==> config.mk <==
export PLATFORM = sky130hd
export DESIGN_NAME = prog_sequencer
export DESIGN_NICKNAME = d
export VERILOG_FILES = /design/src/rtl/prog_sequencer.sv
export SDC_FILE = /design/constraint.sdc
export NUM_CORES = 1
export LEC_CHECK = 0
export CAP_MARGIN = 20
export CORE_MARGIN = 2
export CORE_UTILIZATION = 56
export DETAILED_ROUTE_END_ITERATION = 7
export GPL_ROUTABILITY_DRIVEN = 1
export HOLD_SLACK_MARGIN = 0.12
export PLACE_DENSITY = 0.83
export RECOVER_POWER = 100
export SYNTH_ARGS = -nofsm -noshare
export SYNTH_HDL_FRONTEND = slang
export SYNTH_SLANG_ARGS = --single-unit
export TNS_END_PERCENT = 100
==> constraint.sdc <==
create_clock -name Clk -period 2.9 [get_ports Clk]
set_input_delay 0.58 -clock Clk [delete_from_list [all_inputs] [get_ports Clk]]
set_output_delay 0.58 -clock Clk [all_outputs]
set_load 0.01 [all_outputs]
==> src/rtl/prog_sequencer.sv <==
// Launches NPROG programs back-to-back through the PC Start handshake and waits
// for the core's Done after each. Captures per-program run length and aborts on timeout.
module prog_sequencer #(
    parameter int NPROG     = 3,
    parameter int START_CYC = 2,
    parameter int TIMEOUT   = 1000,
    parameter int TW        = 16,
    localparam int IW       = (NPROG > 1) ? $clog2(NPROG) : 1
) (
    input  logic          Clk,
    input  logic          Reset,
    input  logic          Go,
    input  logic          Done,
    output logic          Start,
    output logic [IW-1:0] ProgIdx,
    output logic          Busy,
    output logic          AllDone,
    output logic          Timeout,
    output logic [TW-1:0] RunCycles
);

    localparam int SW = $clog2(START_CYC + 1);
    localparam logic [IW-1:0] LAST_IDX    = IW'(NPROG - 1);
    localparam logic [SW-1:0] START_LAST  = SW'(START_CYC);
    localparam logic [TW-1:0] TIMEOUT_VAL = TW'(TIMEOUT);

    generate
        if (START_CYC < 1) begin : g_bad_start_cyc
            $error("prog_sequencer: START_CYC must be >= 1");
        end
        if (TIMEOUT < 2) begin : g_bad_timeout_low
            $error("prog_sequencer: TIMEOUT must be >= 2");
        end
        if ((TW < 31) && (TIMEOUT >= (1 << TW))) begin : g_bad_timeout_high
            $error("prog_sequencer: TIMEOUT must be < 2**TW");
        end
        if (NPROG < 1) begin : g_bad_nprog
            $error("prog_sequencer: NPROG must be >= 1");
        end
    endgenerate

    typedef enum logic [2:0] {
        S_IDLE   = 3'd0,
        S_LAUNCH = 3'd1,
        S_RUN    = 3'd2,
        S_NEXT   = 3'd3,
        S_FINISH = 3'd4
    } state_t;

    state_t        state_r;
    logic [SW-1:0] start_cnt_r;
    logic [TW-1:0] cyc_cnt_r;
    logic [TW-1:0] cyc_inc_s;
    logic          start_r;
    logic [IW-1:0] prog_idx_r;
    logic          busy_r;
    logic          all_done_r;
    logic          timeout_r;
    logic [TW-1:0] run_cycles_r;

    // cyc_cnt_r holds completed RUN cycles, so the current cycle's count is one more
    always_comb begin
        cyc_inc_s = cyc_cnt_r + {{(TW-1){1'b0}}, 1'b1};
    end

    // Sequencer FSM with all outputs registered alongside the state
    always_ff @(posedge Clk or negedge Reset) begin
        if (!Reset) begin
            state_r      <= S_IDLE;
            start_cnt_r  <= {SW{1'b0}};
            cyc_cnt_r    <= {TW{1'b0}};
            start_r      <= 1'b0;
            prog_idx_r   <= {IW{1'b0}};
            busy_r       <= 1'b0;
            all_done_r   <= 1'b0;
            timeout_r    <= 1'b0;
            run_cycles_r <= {TW{1'b0}};
        end else begin
            all_done_r <= 1'b0;
            case (state_r)
                S_IDLE: begin
                    if (Go) begin
                        state_r     <= S_LAUNCH;
                        prog_idx_r  <= {IW{1'b0}};
                        timeout_r   <= 1'b0;
                        start_r     <= 1'b1;
                        busy_r      <= 1'b1;
                        start_cnt_r <= {{(SW-1){1'b0}}, 1'b1};
                    end else begin
                        state_r <= S_IDLE;
                    end
                end
                S_LAUNCH: begin
                    // start_cnt_r counts Start-high cycles already committed
                    if (start_cnt_r == START_LAST) begin
                        start_r   <= 1'b0;
                        cyc_cnt_r <= {TW{1'b0}};
                        state_r   <= S_RUN;
                    end else begin
                        start_cnt_r <= start_cnt_r + {{(SW-1){1'b0}}, 1'b1};
                    end
                end
                S_RUN: begin
                    if (Done) begin
                        run_cycles_r <= cyc_inc_s;
                        state_r      <= S_NEXT;
                    end else if (cyc_inc_s == TIMEOUT_VAL) begin
                        timeout_r <= 1'b1;
                        busy_r    <= 1'b0;
                        state_r   <= S_IDLE;
                    end else begin
                        cyc_cnt_r <= cyc_inc_s;
                    end
                end
                S_NEXT: begin
                    if (prog_idx_r == LAST_IDX) begin
                        all_done_r <= 1'b1;
                        state_r    <= S_FINISH;
                    end else begin
                        prog_idx_r  <= prog_idx_r + {{(IW-1){1'b0}}, 1'b1};
                        start_r     <= 1'b1;
                        start_cnt_r <= {{(SW-1){1'b0}}, 1'b1};
                        state_r     <= S_LAUNCH;
                    end
                end
                S_FINISH: begin
                    busy_r  <= 1'b0;
                    state_r <= S_IDLE;
                end
                default: begin
                    state_r <= S_IDLE;
                    start_r <= 1'b0;
                    busy_r  <= 1'b0;
                end
            endcase
        end
    end

    assign Start     = start_r;
    assign ProgIdx   = prog_idx_r;
    assign Busy      = busy_r;
    assign AllDone   = all_done_r;
    assign Timeout   = timeout_r;
    assign RunCycles = run_cycles_r;

endmodule
Word level (Yosys, flattened, before mapping)
Index checks and enable logic that the tools add are counted.
{"block": "totals", "ff_bits": 43, "latch_bits": 0, "ramBits": 0, "rom_bits": 0, "inputBits": 4, "elab_cells": 74, "n_memories": 0}
{"block": "op_classes", "addsub": 3, "n_mul": 0, "div_mod_pow": 0, "magnitude_cmp": 0, "n_eq_ne": 15, "shifts": 0, "muxes": 30, "bitwise_logic": 2, "n_reduce_logical": 15}
{"operator": "2-to-1 mux 16 bit", "n": 3}
{"operator": "case mux 16 bit (2 select lines)", "n": 1}
{"operator": "AND reduction 4 bit", "n": 5}
{"operator": "adder 16 x 1 -> 16 bit, second input constant", "n": 1}
{"operator": "equality test 16 x 10 -> 1 bit, second input constant", "n": 1}
{"operator": "!= test 2 bit, second input constant", "n": 7}
{"operator": "2-to-1 mux 3 bit", "n": 4}
{"operator": "case mux 3 bit (4 select lines)", "n": 1}
{"operator": "2-to-1 mux 1 bit", "n": 11}
{"operator": "2-to-1 mux 2 bit", "n": 5}
{"operator": "equality test 3 x 2 -> 1 bit, second input constant", "n": 2}
{"operator": "case mux 2 bit (3 select lines)", "n": 1}
{"operator": "nonzero test 2 bit", "n": 3}
{"operator": "adder 2 x 1 -> 2 bit, second input constant", "n": 2}
{"operator": "equality test 2 bit, second input constant", "n": 2}
{"operator": "case mux 1 bit (4 select lines)", "n": 1}
{"operator": "case mux 2 bit (2 select lines)", "n": 1}
{"operator": "AND reduction 2 bit", "n": 2}
{"operator": "OR reduction 2 bit", "n": 2}
{"operator": "equality test 3 x 1 -> 1 bit, second input constant", "n": 1}
{"operator": "equality test 3 bit, second input constant", "n": 1}
{"operator": "zero test 3 bit", "n": 1}
{"operator": "!= test 3 bit, second input constant", "n": 1}
{"operator": "case mux 1 bit (3 select lines)", "n": 1}
{"operator": "4 further kinds", "n": 5}

Longest topological paths before layout
Gate-level depths: netlist of the first run.
{"block": "depth", "depth_word": 5, "ltp_mapped": 8, "ltp_nobuf": 8}

Least setup slack after synthesis of the first run
Ideal clock, no wire load.
{"block": "synth_path", "kind": "reg-to-reg", "from": "register cyc_cnt_r[0]", "to": "register cyc_cnt_r[0]", "setup_ps": 118, "t_arrival_ps": 2080, "required_ps": 2782, "path_slack_ps": 702, "path_stages_with_launch": 9, "path_buffers": 0, "path_cell_list": "dfrtp_1 ha_1 nand4_4 nor4_1 xnor2_1 o2111ai_1 nor3_4 nor3_1 a21o_1"}
{"block": "synth_between", "elab_chain_cells": 4, "word_cells_on_any_way": 7}
{"item": "start: declaration", "line": "52", "text": "logic [TW-1:0] cyc_cnt_r;"}
{"item": "start signal: assignment", "line": "71", "text": "cyc_cnt_r <= {TW{1'b0}};"}
{"item": "start signal: assignment", "line": "97", "text": "cyc_cnt_r <= {TW{1'b0}};"}
{"item": "start signal: assignment", "line": "112", "text": "cyc_cnt_r <= cyc_inc_s;"}
{"item": "adder 16 x 1 -> 16 bit (*)", "line": "63", "text": "cyc_inc_s = cyc_cnt_r + {{(TW-1){1'b0}}, 1'b1};"}
{"item": "equality test 16 x 10 -> 1 bit / 2-to-1 mux 16 bit (equally long branches)", "line": "107", "text": "end else if (cyc_inc_s == TIMEOUT_VAL) begin"}
{"item": "!= test 2 bit (no line) / 2-to-1 mux 16 bit (equally long branches)"}
{"item": "AND reduction 4 bit (no line) / case mux 16 bit (2 select lines) (equally long branches)"}
Mark *: on every way between the ends. The rest lies on a longest branch, timed or not. The select of a mux whose other input is x is not followed.
A chain may end at the register's enable or synchronous reset.

Worst setup path in the final report of the first run
Ends and elaborated chain as after synthesis.

==> summary.md, run 1 <==
| Metric | Value |
|---|---|
| Final Core Density | `66.8%` |
| Post-CTS setup repair buffer count | `0` |
| Clock Skew | `5.30 ps` |
| DR vias | `1,964` |
| Final Max Slew Viols | `44` |
| R2R Path End | `cyc_cnt_r[0]` |
| Post-synth top area cell | `dfrtp_1` |
| Cells on Worst Hold Path | `2` |
| Clock Tree Buf Depth | `2` |
| Post-layout nets | `294` |
| Sequential area share after synthesis | `45.4%` |
| #FFs+latches synth | `43` |
| Synth-to-layout area growth | `13.7%` |
| Die Span Y | `69.0 um` |
| CTS Hold Bufs | `0` |
| Top cells by area, synth | `dfrtp_1 45%, nand2_1 7.3%, o21ai_0 7.0%` |
| Gr ovfl total | `0` |
| Gate power share | `31.5%` |
| IO Port Bufs | `25` |
| Die width | `69.0 um` |
| Post-Syn Area | `2370 um^2` |
| Synth warn | `0` |
| Vias per inst | `5.83` |
| Top cell type's share of synthesized area | `45.4%` |
| Routed wire length | `5050 um` |
| Final setup violation count | `0` |
| Max-cap violations | `1` |
| Cells after synthesis | `264` |
| DR WL/cell | `15.0 um` |
| VDD IR-drop max | `0.533 mV` |
| Post-route ant nets | `0` |
| Final hold vios | `0` |
| Tcrit/Tclk final | `86.0%` |
| Cts bufs inserted | `5` |
| Synthesized net count | `271` |
| Fraction of power consumed by the clock network | `20.5%` |
| Run status | `finished with violations` |
| Switch share | `36.5%` |
| Initial DRC count | `141` |
| Reg2Reg Setup Slack | `410 ps` |
| Fraction of layout cells with a size suffix above 1 | `9.06%` |
| Leak Pwr | `1.16 nW` |
| Clk_lat worst skew | `300 ps` |
| Maximum fanout along the worst path | `8` |
| CTS resizes | `0` |
| First-pass GRT wire length | `8680 um` |
| Area of the core | `4030 um^2` |
| Sequential cell area | `1080 um^2` |
| Root Driver | `clkbuf_8` |
| Hold Startpoint | `RunCycles[12]` |
| Initial antenna violation count | `0` |
| Worst-Margin Slew | `2240 ps` |
| CTS sink count | `43` |
| Fill cells | `340` |
| PD cells | `698 nW/um^2` |
| Dpl hpwl | `3650 um` |
| Row count | `23` |
| Psw | `0.686 mW` |
| Library cells used by synthesis | `49` |
| RSZ-0062 raised after global routing | `false` |
| Most frequent cell after synthesis | `nand2_1` |
| Final setup TNS | `0 ps` |
| Crit Path Category | `flip-flop to flip-flop` |
| R2R depth | `8` |
| Diode count | `0` |
| WP data required | `3100 ps` |
| Worst hold-check path type | `flip-flop to flip-flop` |
| Worst-path clk slew | `80 ps` |
| Peak Freq | `401 MHz` |
| Boundary Pins | `26` |
| Multi-input gate area | `1150 um^2` |
| Hold Crit Endpoint | `RunCycles[12]` |
| FF-to-FF Start | `cyc_cnt_r[0]` |
| Min Tclk post-route | `2490 ps` |
| Vias in the first global route | `1,805` |
| Crit. End Element | `flip-flop` |
| Initial Utilization | `58.8%` |
| DRC Markers | `0` |
| GP Congestion | `0.916` |
| Syn_area_per_cell | `8.97 um^2` |
| Number of flops mapped to enable cells by yosys | `0` |
| DIE AREA | `4770 um^2` |
| Failing checks | `capacitance limit, slew limit` |
| Int Pwr | `1.19 mW` |
| Flop pwr share | `48.0%` |
| CTS tree | `built` |
| Fraction of registers with async set/reset | `100%` |
| Most used DFF post-synth | `dfrtp_1` |
| Worst relative slew slack | `-49.6%` |
| Startpoint types | `flip-flop` |
| Top cells by count, synth | `46 x nand2_1, 43 x dfrtp_1, 33 x o21ai_0, 21 x nor2_1, 11 x xnor2_1` |
| Tot GR Track Use | `22.7%` |
| Worst EP arrival | `2690 ps` |
| Drt pass-1 iters | `4` |
| Pin count of the biggest net entering global routing | `44` |
| H-Tree Depth | `2` |
logic make-up after synthesis:
logic type / after synthesis / share of synthesized area (%)
adders and majority gates: 3 / 1.58
xor gates and xnor gates: 13 / 4.81
muxes: 1 / 0.423
and+or+nand+nor: 113 / 24.2
buffers and inverters: 25 / 5.86
AOI/OAI and AO/OA: 66 / 17.6
DFF: 43 / 45.4
final cells by class:
class                      instances  share of cell area (%)
multi-input combinational        196                    42.6
clock inverter                     1                   0.186
timing repair buffer              31                    10.5
clock buffer                       6                    3.07
inverter                          10                    1.39
tap                               50                    2.32
sequential                        43                    40.0
state kept, by name, summed over array words and instances, names as in the netlist:
name and count:
RunCycles 16, cyc_cnt_r 16, state_r 3, ProgIdx 2, start_cnt_r 2, AllDone 1
Busy 1, Start 1, Timeout 1
per-layer routing:
metal	share of wire (%)	track usage [%]	wire, um	vias up
met3	5.6	4.97	282	10
met2	47	34.5	2380	52
li1	-	-	-	976
met5	0	0	0	-
met1	45	31.4	2290	926
met4	2.1	9.80	104	0
how the worst max path moves through the flow:
stage,from,endpoint,cells past startpoint,slack (ps)
floorplan,cyc_cnt_r[0],cyc_cnt_r[0],8,700
global placement,Done,cyc_cnt_r[6],7,480
detailed placement,cyc_cnt_r[0],cyc_cnt_r[0],8,420
CTS,cyc_cnt_r[0],cyc_cnt_r[0],8,400
global route,Reset,RunCycles[7],1,130
finish,cyc_cnt_r[0],cyc_cnt_r[0],8,410
power groups by stage:
| stage | sequential (mW) | combinational [mW] | clock (mW) |
|---|---|---|---|
| floorplan | 0.849 | 0.474 | 0 |
| global placement | 0.905 | 0.607 | 0 |
| detailed placement | 0.910 | 0.624 | 0 |
| CTS | 0.900 | 0.627 | 0.395 |
| global route | 0.925 | 0.670 | 0.418 |
| finish | 0.902 | 0.592 | 0.385 |
stage by stage:
stage / std cells / cell area (um^2) / hold WS, ps / total power, mW / worst slack (ps)
after floorplan: 264 / 2370 / 284 / 1.32 / 702
after global placement: 330 / 2620 / 460 / 1.51 / 478
after detailed placement: 330 / 2620 / 463 / 1.53 / 422
after CTS: 337 / 2710 / 450 / 1.92 / 399
after global routing: 337 / 2690 / 517 / 2.01 / 128
final: 337 / 2690 / 477 / 1.88 / 405
worst max-delay path: stages, from the launching register on:
cell and delay [ps]:
dfrtp_1 460, ha_1 320, nand4_4 170, nor4_1 320
xnor2_1 240, o2111ai_1 220, nor3_4 400, nor3_1 90
a21o_1 160
cells in the final DEF, fill, tap and decap left out, types with 2 or more instances in the layout:
cell type	count
nand4_1	6
nor4_1	5
o211ai_1	7
nand3_1	7
dfrtp_1	43
buf_4	4
inv_1	10
xor2_1	2
nor2_1	22
nand3_2	2
o21ai_0	33
nor2b_1	3
nand2_1	46
a211o_1	2
a21oi_1	9
ha_1	3
xnor2_1	11
nor3_4	2
a21o_1	2
clkbuf_8	6
clkbuf_1	3
dlygate4sd3_1	23
nor3_1	8
a31oi_1	3
or2_2	2
or3_1	2
(Power assumes the default switching activity.)
==> run 2: changes to the inputs <==
--- a/config.mk
+++ b/config.mk
@@ -7,11 +7,12 @@
 export LEC_CHECK = 0
 export CAP_MARGIN = 20
 export CORE_MARGIN = 2
-export CORE_UTILIZATION = 56
+export CORE_UTILIZATION = 60
 export DETAILED_ROUTE_END_ITERATION = 7
+export DONT_BUFFER_PORTS = 1
 export GPL_ROUTABILITY_DRIVEN = 1
 export HOLD_SLACK_MARGIN = 0.12
-export PLACE_DENSITY = 0.83
+export PLACE_DENSITY = 0.8
 export RECOVER_POWER = 100
 export SYNTH_ARGS = -nofsm -noshare
 export SYNTH_HDL_FRONTEND = slang
==> summary.md, run 2 (same netlist as run 1, synthesis figures left out) <==
| Metric | Value |
|---|---|
| Maximum fanout along the worst path | `8` |
| Gr ovfl total | `0` |
| CTS sink count | `43` |
| Row count | `22` |
| Placed cell areas | `2350 um^2` |
| Final Max Slew Viols | `0` |
| Pin count of the biggest net entering global routing | `44` |
| Routed wire length | `5030 um` |
| Boundary Pins | `26` |
| Vias per inst | `6.20` |
| Crit Path Category | `flip-flop to flip-flop` |
| RSZ-0062 raised after global routing | `false` |
| WP data required | `3090 ps` |
| Clk_lat worst skew | `300 ps` |
| DRC Markers | `0` |
| Tcrit/Tclk final | `88.1%` |
| Worst slack, placed | `333 ps` |
| Commonest non-fill, non-tap cells in the layout | `46 x nand2_1, 43 x dfrtp_1, 33 x o21ai_0, 22 x nor2_1, 11 x xnor2_1` |
| Worst relative slew slack | `30.5%` |
| Final setup TNS | `0 ps` |
| Startpoint types | `flip-flop` |
| Tot GR Track Use | `26.3%` |
| Final setup violation count | `0` |
| Root Driver | `clkbuf_8` |
| Clock Skew | `10.6 ps` |
| Dpl hpwl | `3640 um` |
| First-pass GRT wire length | `8690 um` |
| Leak Pwr | `1.01 nW` |
| Diode count | `0` |
| Initial Utilization | `63.7%` |
| Vias in the first global route | `1,924` |
| PnR worst setup slack | `346 ps` |
| Post-layout nets | `268` |
| Post-route ant nets | `0` |
| Crit. End Element | `flip-flop` |
| Clock Tree Buf Depth | `2` |
| IO Port Bufs | `0` |
| Drt pass-1 iters | `5` |
| Post-Place Cells | `300` |
| DR WL/cell | `16.2 um` |
| DIE AREA | `4470 um^2` |
| Max-cap violations | `0` |
| Design Area, Final | `2450 um^2` |
| Synth-to-layout area growth | `3.43%` |
| Worst hold-check path type | `flip-flop to flip-flop` |
| Run status | `complete, no violations` |
| Die width | `66.8 um` |
| DR vias | `1,921` |
| Die Span Y | `66.8 um` |
| Commonest non-fill, non-tap cell in the layout | `nand2_1` |
| Peak Freq | `392 MHz` |
| Worst-Margin Slew | `1040 ps` |
| Fraction of layout cells with a size suffix above 1 | `9.54%` |
| Min Tclk post-route | `2550 ps` |
| CTS tree | `built` |
| H-Tree Depth | `2` |
| Area of the core | `3720 um^2` |
| Final Core Density | `65.9%` |
| VDD IR-drop max | `0.529 mV` |
| Initial DRC count | `139` |
| Initial antenna violation count | `0` |
| Final hold vios | `0` |
| PD cells | `735 nW/um^2` |
| Cts bufs inserted | `5` |
| Worst-path clk slew | `80 ps` |
| GP Congestion | `0.912` |
| Non-Filler Instances | `310` |
| Worst EP arrival | `2740 ps` |
## run 2: cell count changes in the layout (fill, tap and decap cells not counted)
cell / previous run / this run
dlygate4sd3_1: 23 / 1
buf_4: 4 / 1
clkbuf_1: 3 / 2
clkbuf_2: 0 / 1
clkdlybuf4s50_1: 1 / 0
clkinv_2: 1 / 0
clkinv_4: 0 / 1
clkinvlp_4: 0 / 1
## run 2: through the flow
stage / hold slack (ps) / power (mW)
2_1_floorplan: 284 / 1.32
3_3_place_gp: 285 / 1.37
3_5_place_dp: 285 / 1.40
4_1_cts: 121 / 1.82
5_1_grt: 539 / 1.94
6_report: 505 / 1.80
## run 2: timing repair
item | in CTS | in global routing
buffers inserted | 0 | 0
endpoints found under the hold margin | 43 | 4
resized for setup | 0 | 0
hold buffers | 1 | 1
## run 2: final timing paths
path                                 from             end  slack [ps]  depth (start not counted)
max reg2reg                  cyc_cnt_r[0]    cyc_cnt_r[0]         350                          8
min                        start_cnt_r[1]  start_cnt_r[1]         500                          2
min in group asynchronous           Reset    RunCycles[4]         990                          2
min reg2reg                start_cnt_r[1]  start_cnt_r[1]         500                          2
max in group asynchronous           Reset    RunCycles[6]        1260                          2
max                          cyc_cnt_r[0]    cyc_cnt_r[0]         350                          8
## run 2: power by group
part	internal [mW]	total, mW	switching, mW	leakage [nW]
registers	0.732	0.945	0.213	0.573
clock network	0.195	0.412	0.218	0.0474
logic	0.184	0.444	0.261	0.394
## run 2: final cells by class
type / instances / area (um^2)
well taps: 48 / 60.1
inverters: 10 / 37.5
flip-flops and latches: 43 / 1080
fillers: 325 / 1270
repair buffers: 5 / 30.0
clock inverters: 2 / 16.3
clock buffers: 6 / 82.6
multi-input cells: 196 / 1150
## run 2: worst max-delay path, stage by stage (launching register included)
cell and delay, ps:
dfrtp_1 480, ha_1 330, nand4_4 180, nor4_1 330
xnor2_1 250, o2111ai_1 230, nor3_4 400, nor3_1 80
a21o_1 160
## run 2: per-layer routing
metal	part of all wire, %	vias to the layer above	global-route usage (%)
li1	-	927	-
met1	44	939	32.1
met2	49	44	44.0
met3	4.5	11	6.59
met4	2.6	0	11.7
met5	0	-	0
==> run 3: changes to the inputs <==
--- a/config.mk
+++ b/config.mk
@@ -5,6 +5,7 @@
 export SDC_FILE = /design/constraint.sdc
 export NUM_CORES = 1
 export LEC_CHECK = 0
+export ABC_AREA = 1
 export CAP_MARGIN = 20
 export CORE_MARGIN = 2
 export CORE_UTILIZATION = 60
==> summary.md, run 3 <==
| Metric | Value |
|---|---|
| DR WL/cell | `13.0 um` |
| Sequential area share after synthesis | `48.7%` |
| Failing checks | `capacitance limit, slew limit` |
| Synth Area in Simple Gates | `27.6%` |
| Vias per inst | `5.30` |
| Tot GR Track Use | `23.3%` |
| Boundary Pins | `26` |
| Post-layout nets | `286` |
| Top cells by area, synth | `dfrtp_1 49%, nand2_1 15%, o21ai_2 5.1%` |
| Row count | `22` |
| CTS Hold Bufs | `1` |
| Cells on Worst Hold Path | `2` |
| Max-cap violations | `1` |
| Worst relative slew slack | `-47.3%` |
| Final Max Slew Viols | `44` |
| FF-to-FF Start | `cyc_cnt_r[0]` |
| Initial Utilization | `61.3%` |
| Min Tclk post-route | `2320 ps` |
| Reg2Reg Setup Slack | `580 ps` |
| PD cells | `760 nW/um^2` |
| R2R depth | `12` |
| Clock Tree Buf Depth | `2` |
| Top cell type's share of synthesized area | `48.7%` |
| Startpoint types | `flip-flop` |
| XOR/XNOR Fraction of Synth Area | `1.98%` |
| Drt pass-1 iters | `4` |
| CTS tree | `built` |
| H-Tree Depth | `2` |
| DR vias | `1,737` |
| Fill cells | `338` |
| Fraction of layout cells with a size suffix above 1 | `6.43%` |
| Number of flops mapped to enable cells by yosys | `0` |
| Maximum fanout along the worst path | `11` |
| Die width | `64.7 um` |
| Design Area, Final | `2310 um^2` |
| Peak Freq | `431 MHz` |
| Leak Pwr | `1.02 nW` |
| First-pass GRT wire length | `7510 um` |
| Post-Syn Area | `2210 um^2` |
| Commonest non-fill, non-tap cell in the layout | `nand2_1` |
| Top cells by count, synth | `91 x nand2_1, 43 x dfrtp_1, 29 x inv_1, 26 x nor2_1, 19 x o21ai_0` |
| Crit Path Category | `flip-flop to flip-flop` |
| Most frequent cell after synthesis | `nand2_1` |
| Worst-Margin Slew | `2210 ps` |
| Final setup TNS | `0 ps` |
| DIE AREA | `4190 um^2` |
| Multi-input gate area | `925 um^2` |
| Main combinational cell family by area after synthesis | `simple AND/OR/NAND/NOR gates` |
| Final setup violation count | `0` |
| Worst EP arrival | `2480 ps` |
| Sequential cell area | `1080 um^2` |
| Library cells used by synthesis | `30` |
| VDD IR-drop max | `0.526 mV` |
| RSZ-0062 raised after global routing | `false` |
| Initial DRC count | `138` |
| Post-synth top area cell | `dfrtp_1` |
| Syn_area_per_cell | `8.04 um^2` |
| Post-synthesis compound-gate area fraction | `12.8%` |
| Pin count of the biggest net entering global routing | `44` |
| Clk_lat worst skew | `290 ps` |
| Cts bufs inserted | `5` |
| Vias in the first global route | `1,646` |
| Worst-path clk slew | `80 ps` |
| R2R Path End | `cyc_cnt_r[12]` |
| Dpl hpwl | `3100 um` |
| Commonest non-fill, non-tap cells in the layout | `91 x nand2_1, 43 x dfrtp_1, 34 x o21ai_0, 29 x inv_1, 27 x nor2_1` |
| Synth warn | `0` |
| Tcrit/Tclk final | `80.0%` |
| #FFs+latches synth | `43` |
| DRC Markers | `0` |
| IO Port Bufs | `0` |
| CTS resizes | `0` |
| Routed wire length | `4280 um` |
| Post-route ant nets | `0` |
| Root Driver | `clkbuf_8` |
| Area of the core | `3610 um^2` |
| Placed cell areas | `2240 um^2` |
| Run status | `finished with violations` |
| WP data required | `3060 ps` |
| Fraction of registers with async set/reset | `100%` |
| Post-CTS setup repair buffer count | `0` |
| Hold Crit Endpoint | `Busy` |
| Initial antenna violation count | `0` |
| Post-synthesis adder-cell area fraction | `1.70%` |
| Synth-to-layout area growth | `4.30%` |
| CTS sink count | `43` |
| GP Congestion | `0.982` |
| Multiplexer share of the synthesized area | `0%` |
| Crit. End Element | `flip-flop` |
| Cells after synthesis | `275` |
| Die Span Y | `64.7 um` |
| Clock Skew | `4.74 ps` |
| Diode count | `0` |
| Gr ovfl total | `0` |
| Synthesized net count | `282` |
| Worst hold-check path type | `input port to flip-flop` |
| Hold Startpoint | `Go` |
| Most used DFF post-synth | `dfrtp_1` |
| Final hold vios | `0` |
[run 3: power breakdown]
part	internal, mW	switching [mW]	total [mW]
registers	0.703	0.100	0.803
clock network	0.279	0.202	0.480
logic	0.138	0.331	0.469
[run 3: cell type report]
type	instances	share of cell area, %
inverter	30	4.88
sequential	43	46.7
timing repair buffer	3	0.651
clock inverter	2	1.52
clock buffer	6	3.58
tap	48	2.60
multi-input combinational	196	40.1
[run 3: worst max path at each step]
stage,from,to,slack (ps),cells after the start
floorplan,cyc_cnt_r[0],cyc_cnt_r[13],1030,13
global placement,cyc_cnt_r[0],cyc_cnt_r[0],560,12
detailed placement,cyc_cnt_r[0],cyc_cnt_r[0],440,12
CTS,cyc_cnt_r[0],cyc_cnt_r[0],430,12
global route,Reset,RunCycles[12],190,1
finish,cyc_cnt_r[0],cyc_cnt_r[12],580,12
[run 3: routing by layer]
metal,track usage [%],wire length [um],share of wire (%),vias up
met2,35.7,1970,46,32
met1,33.1,2070,48,812
met4,6.91,51,1.2,0
met5,0,0,0,-
li1,-,-,-,888
met3,5.56,194,4.5,5
[run 3: worst max-delay path, stage by stage, from the launching register on]
cell and delay, ps:
dfrtp_1 450, ha_1 290, nand3_2 130, nor2_1 190, nand3_1 100, nand2_1 90, nand2_1 70, nor2_1 100
nand2_1 60, nor2_1 160, nand2_1 100, nand3_1 300, o21ai_0 150
[run 3: kinds of logic (layout without fill, tap and decap cells)]
family / Yosys count / in the layout
and+or+nand+nor: 144 / 144
AOI/OAI and AO/OA: 44 / 44
DFF: 43 / 43
buffers and inverters: 36 / 41
xor gates and xnor gates: 5 / 5
adders and majority gates: 3 / 3
[run 3: stage by stage]
step / util (%) / cells / setup WS, ps / power [mW] / hold WS (ps)
2_1_floorplan: - / 275 / 1030 / 1.23 / 284
3_3_place_gp: 62.1 / 319 / 559 / 1.28 / 285
6_report: 63.9 / 328 / 579 / 1.75 / 405
5_1_grt: 63.9 / 328 / 187 / 1.88 / 397
3_5_place_dp: 62.1 / 319 / 443 / 1.29 / 286
4_1_cts: 65.9 / 328 / 425 / 1.78 / 130
==> variant, RTL diff (settings of run 2) <==
Make the reset (`Reset`) synchronous in one clocked block.
--- a/src/rtl/prog_sequencer.sv
+++ b/src/rtl/prog_sequencer.sv
@@ -65,5 +65,5 @@
 
     // Sequencer FSM with all outputs registered alongside the state
-    always_ff @(posedge Clk or negedge Reset) begin
+    always_ff @(posedge Clk) begin
         if (!Reset) begin
             state_r      <= S_IDLE;
Function: differs if Reset is asserted again (counterexample within 4 cycles, from zero or initial values and one cycle with Reset low); with Reset held inactive, the same outputs for 10 cycles.
==> variant against run 2 <==
  * Worst setup slack worse by 0.19 ns
  * Area after synthesis shrank 0.26%
  * Via count grew 8.0%
  * Die area fell by 0.25%
  * Wire length is 4.1% higher
  * Sequential cell count stayed put
  * Synthesized cell count is 12% higher
  * Sequential share of layout area down 8.4 points
  * Final area decreased by 1.1%
  * Critical path type unchanged
  * Critical endpoint is now cyc_cnt_r[9]
Power is not compared: it rests on default switching activity, and its combinational part moved more than twofold at a synthesized area within 25%.
==> variant: results (changes against run 2) <==
peak supply drop a little under 0.3 mV; Achievable Freq 0.364 GHz (-7.0%); vias in the first global route 1,865 (-3.1%); CTS buffer count 5 (unchanged); Port-buffer cells 0 (unchanged); Cell Count, Final, Fillers Out 333 (+7.4%); Post-Route WL 5.24 mm (+4.1%); 1st-iter DRT viols 172 (+24%); Ys Warns 0 (unchanged); htree depth 2 (unchanged); most frequent cells after synthesis 43 x dfxtp_1, 39 x nor2_1, 30 x nand2_1; first-pass GRT wire length 8.67 mm (-0.32%); count of non-CTS inverters in the layout 5 (-5); top area cells in the synthesized netlist dfxtp_1 36%, nor2_1 6.2%, nand2_1 4.8%; share of layout cells above drive strength 1 0.0772 (-0.0182); sequential share of cell area 0.355 (-0.0840); multi-input logic area 1360 sq um (+18%); total global-route track usage 0.256 (-0.00726); comb_multi_in 226 (+15%); Worst Path Arrival 2.98 ns (+0.24 ns); largest net degree at the start of global routing 27 (-39%); hpwl dp 3.73 mm (+2.3%); Synth cell types 51 (+4.1%); via density per instance 6.23 (+0.56%); outcome completed; Final clock-cell share 0.0423 (+0.00199); Hold Path Class input port to register; Worst Tran Pin Value 1.05 ns (+0.00699 ns); nonclk buf count 4 (-1); CTS clk-pin slew, worst paths 0.08 ns (about the same); reg2reg setup slack 0.15 ns (-0.19 ns); Final ANT Viol Nets 0 (unchanged); Final Skew 0.00345 ns (-0.00719 ns); Final Wtd Congestion 0.994 (+8.9%); clk sink count 43 (unchanged); asr flop ratio synth 0 (-1.00); diode count 0 (unchanged); leakage power figure between 0.0008 and 0.0009 uW; Syn Nets 303 (+12%); Seq/Total Area, Yosys 0.364 (-0.0899); hold_ws 0.394 ns (-0.111 ns); fillers 334 (+2.8%); CTS root buf clkbuf_8; Data buffer area share 0.00929 (-0.00296); Max Buffers Root-to-Sink 2 (unchanged); drt pass-1 iters 5 (unchanged); clk_lat worst skew between 0.2 and 0.3 ns; crit path max fanout 11 (+3); clock buffer count 6 (unchanged); initial antenna violation count 0 (unchanged); Syn Area/Cell 8.01 sq um (-11%); nets 293 (+9.3%)
-- variant: path summary, 6_finish.rpt --
check / to / depth (start not counted) / startpoint
max: cyc_cnt_r[9] / 7 / cyc_cnt_r[0]
min: Timeout / 1 / Done
max reg2reg: cyc_cnt_r[9] / 7 / cyc_cnt_r[0]
min reg2reg: start_cnt_r[1] / 2 / start_cnt_r[1]
-- variant: power breakdown --
group	switching, uW	leakage (uW)	total (uW)	internal, uW
logic	25.7	0.000457	40.9	15.2
clock network	195	0.0000513	448	252
registers	8.55	0.000347	607	598
-- variant: logic make-up (layout without fill, tap and decap cells) --
family / Yosys count / in the layout / synth area share
and+or+nand+nor: 138 / 138 / 0.311
AOI/OAI and AO/OA: 64 / 64 / 0.165
DFF: 43 / 43 / 0.364
buffers and inverters: 26 / 16 / 0.0556
xor gates and xnor gates: 15 / 15 / 0.0620
muxes: 5 / 5 / 0.0212
adders and majority gates: 4 / 4 / 0.0212
-- variant: timing repair --
action                                  in CTS  in global routing
endpoints found under the setup margin       0                  3
setup buffers                                0                  0
gates resized for setup                      0                  1
-- variant: through the flow --
step / util / instance area (sq um) / worst slack (ns)
after floorplan: - / 2360 / 0.443
after global placement: 0.630 / 2340 / 0.306
after detailed placement: 0.630 / 2340 / 0.169
after CTS: 0.657 / 2440 / 0.152
after global routing: 0.652 / 2420 / 0.0156
final: 0.652 / 2420 / 0.155
-- variant: routing by layer --
metal  up-vias  GRT usage  share of wire
li1       1028          -              -
met1       959      0.333           0.44
met2        74      0.421           0.49
met3        14     0.0439          0.057
met4         0     0.0995          0.021
met5         -          0              0
-- variant: critical path: stages (launching register included) --
cell     delay (ns)
dfxtp_1        0.50
ha_2           0.33
nand3_2        0.17
nor4_1         0.37
xor2_1         0.18
or4_4          0.63
o22ai_1        0.33
a211o_1        0.19
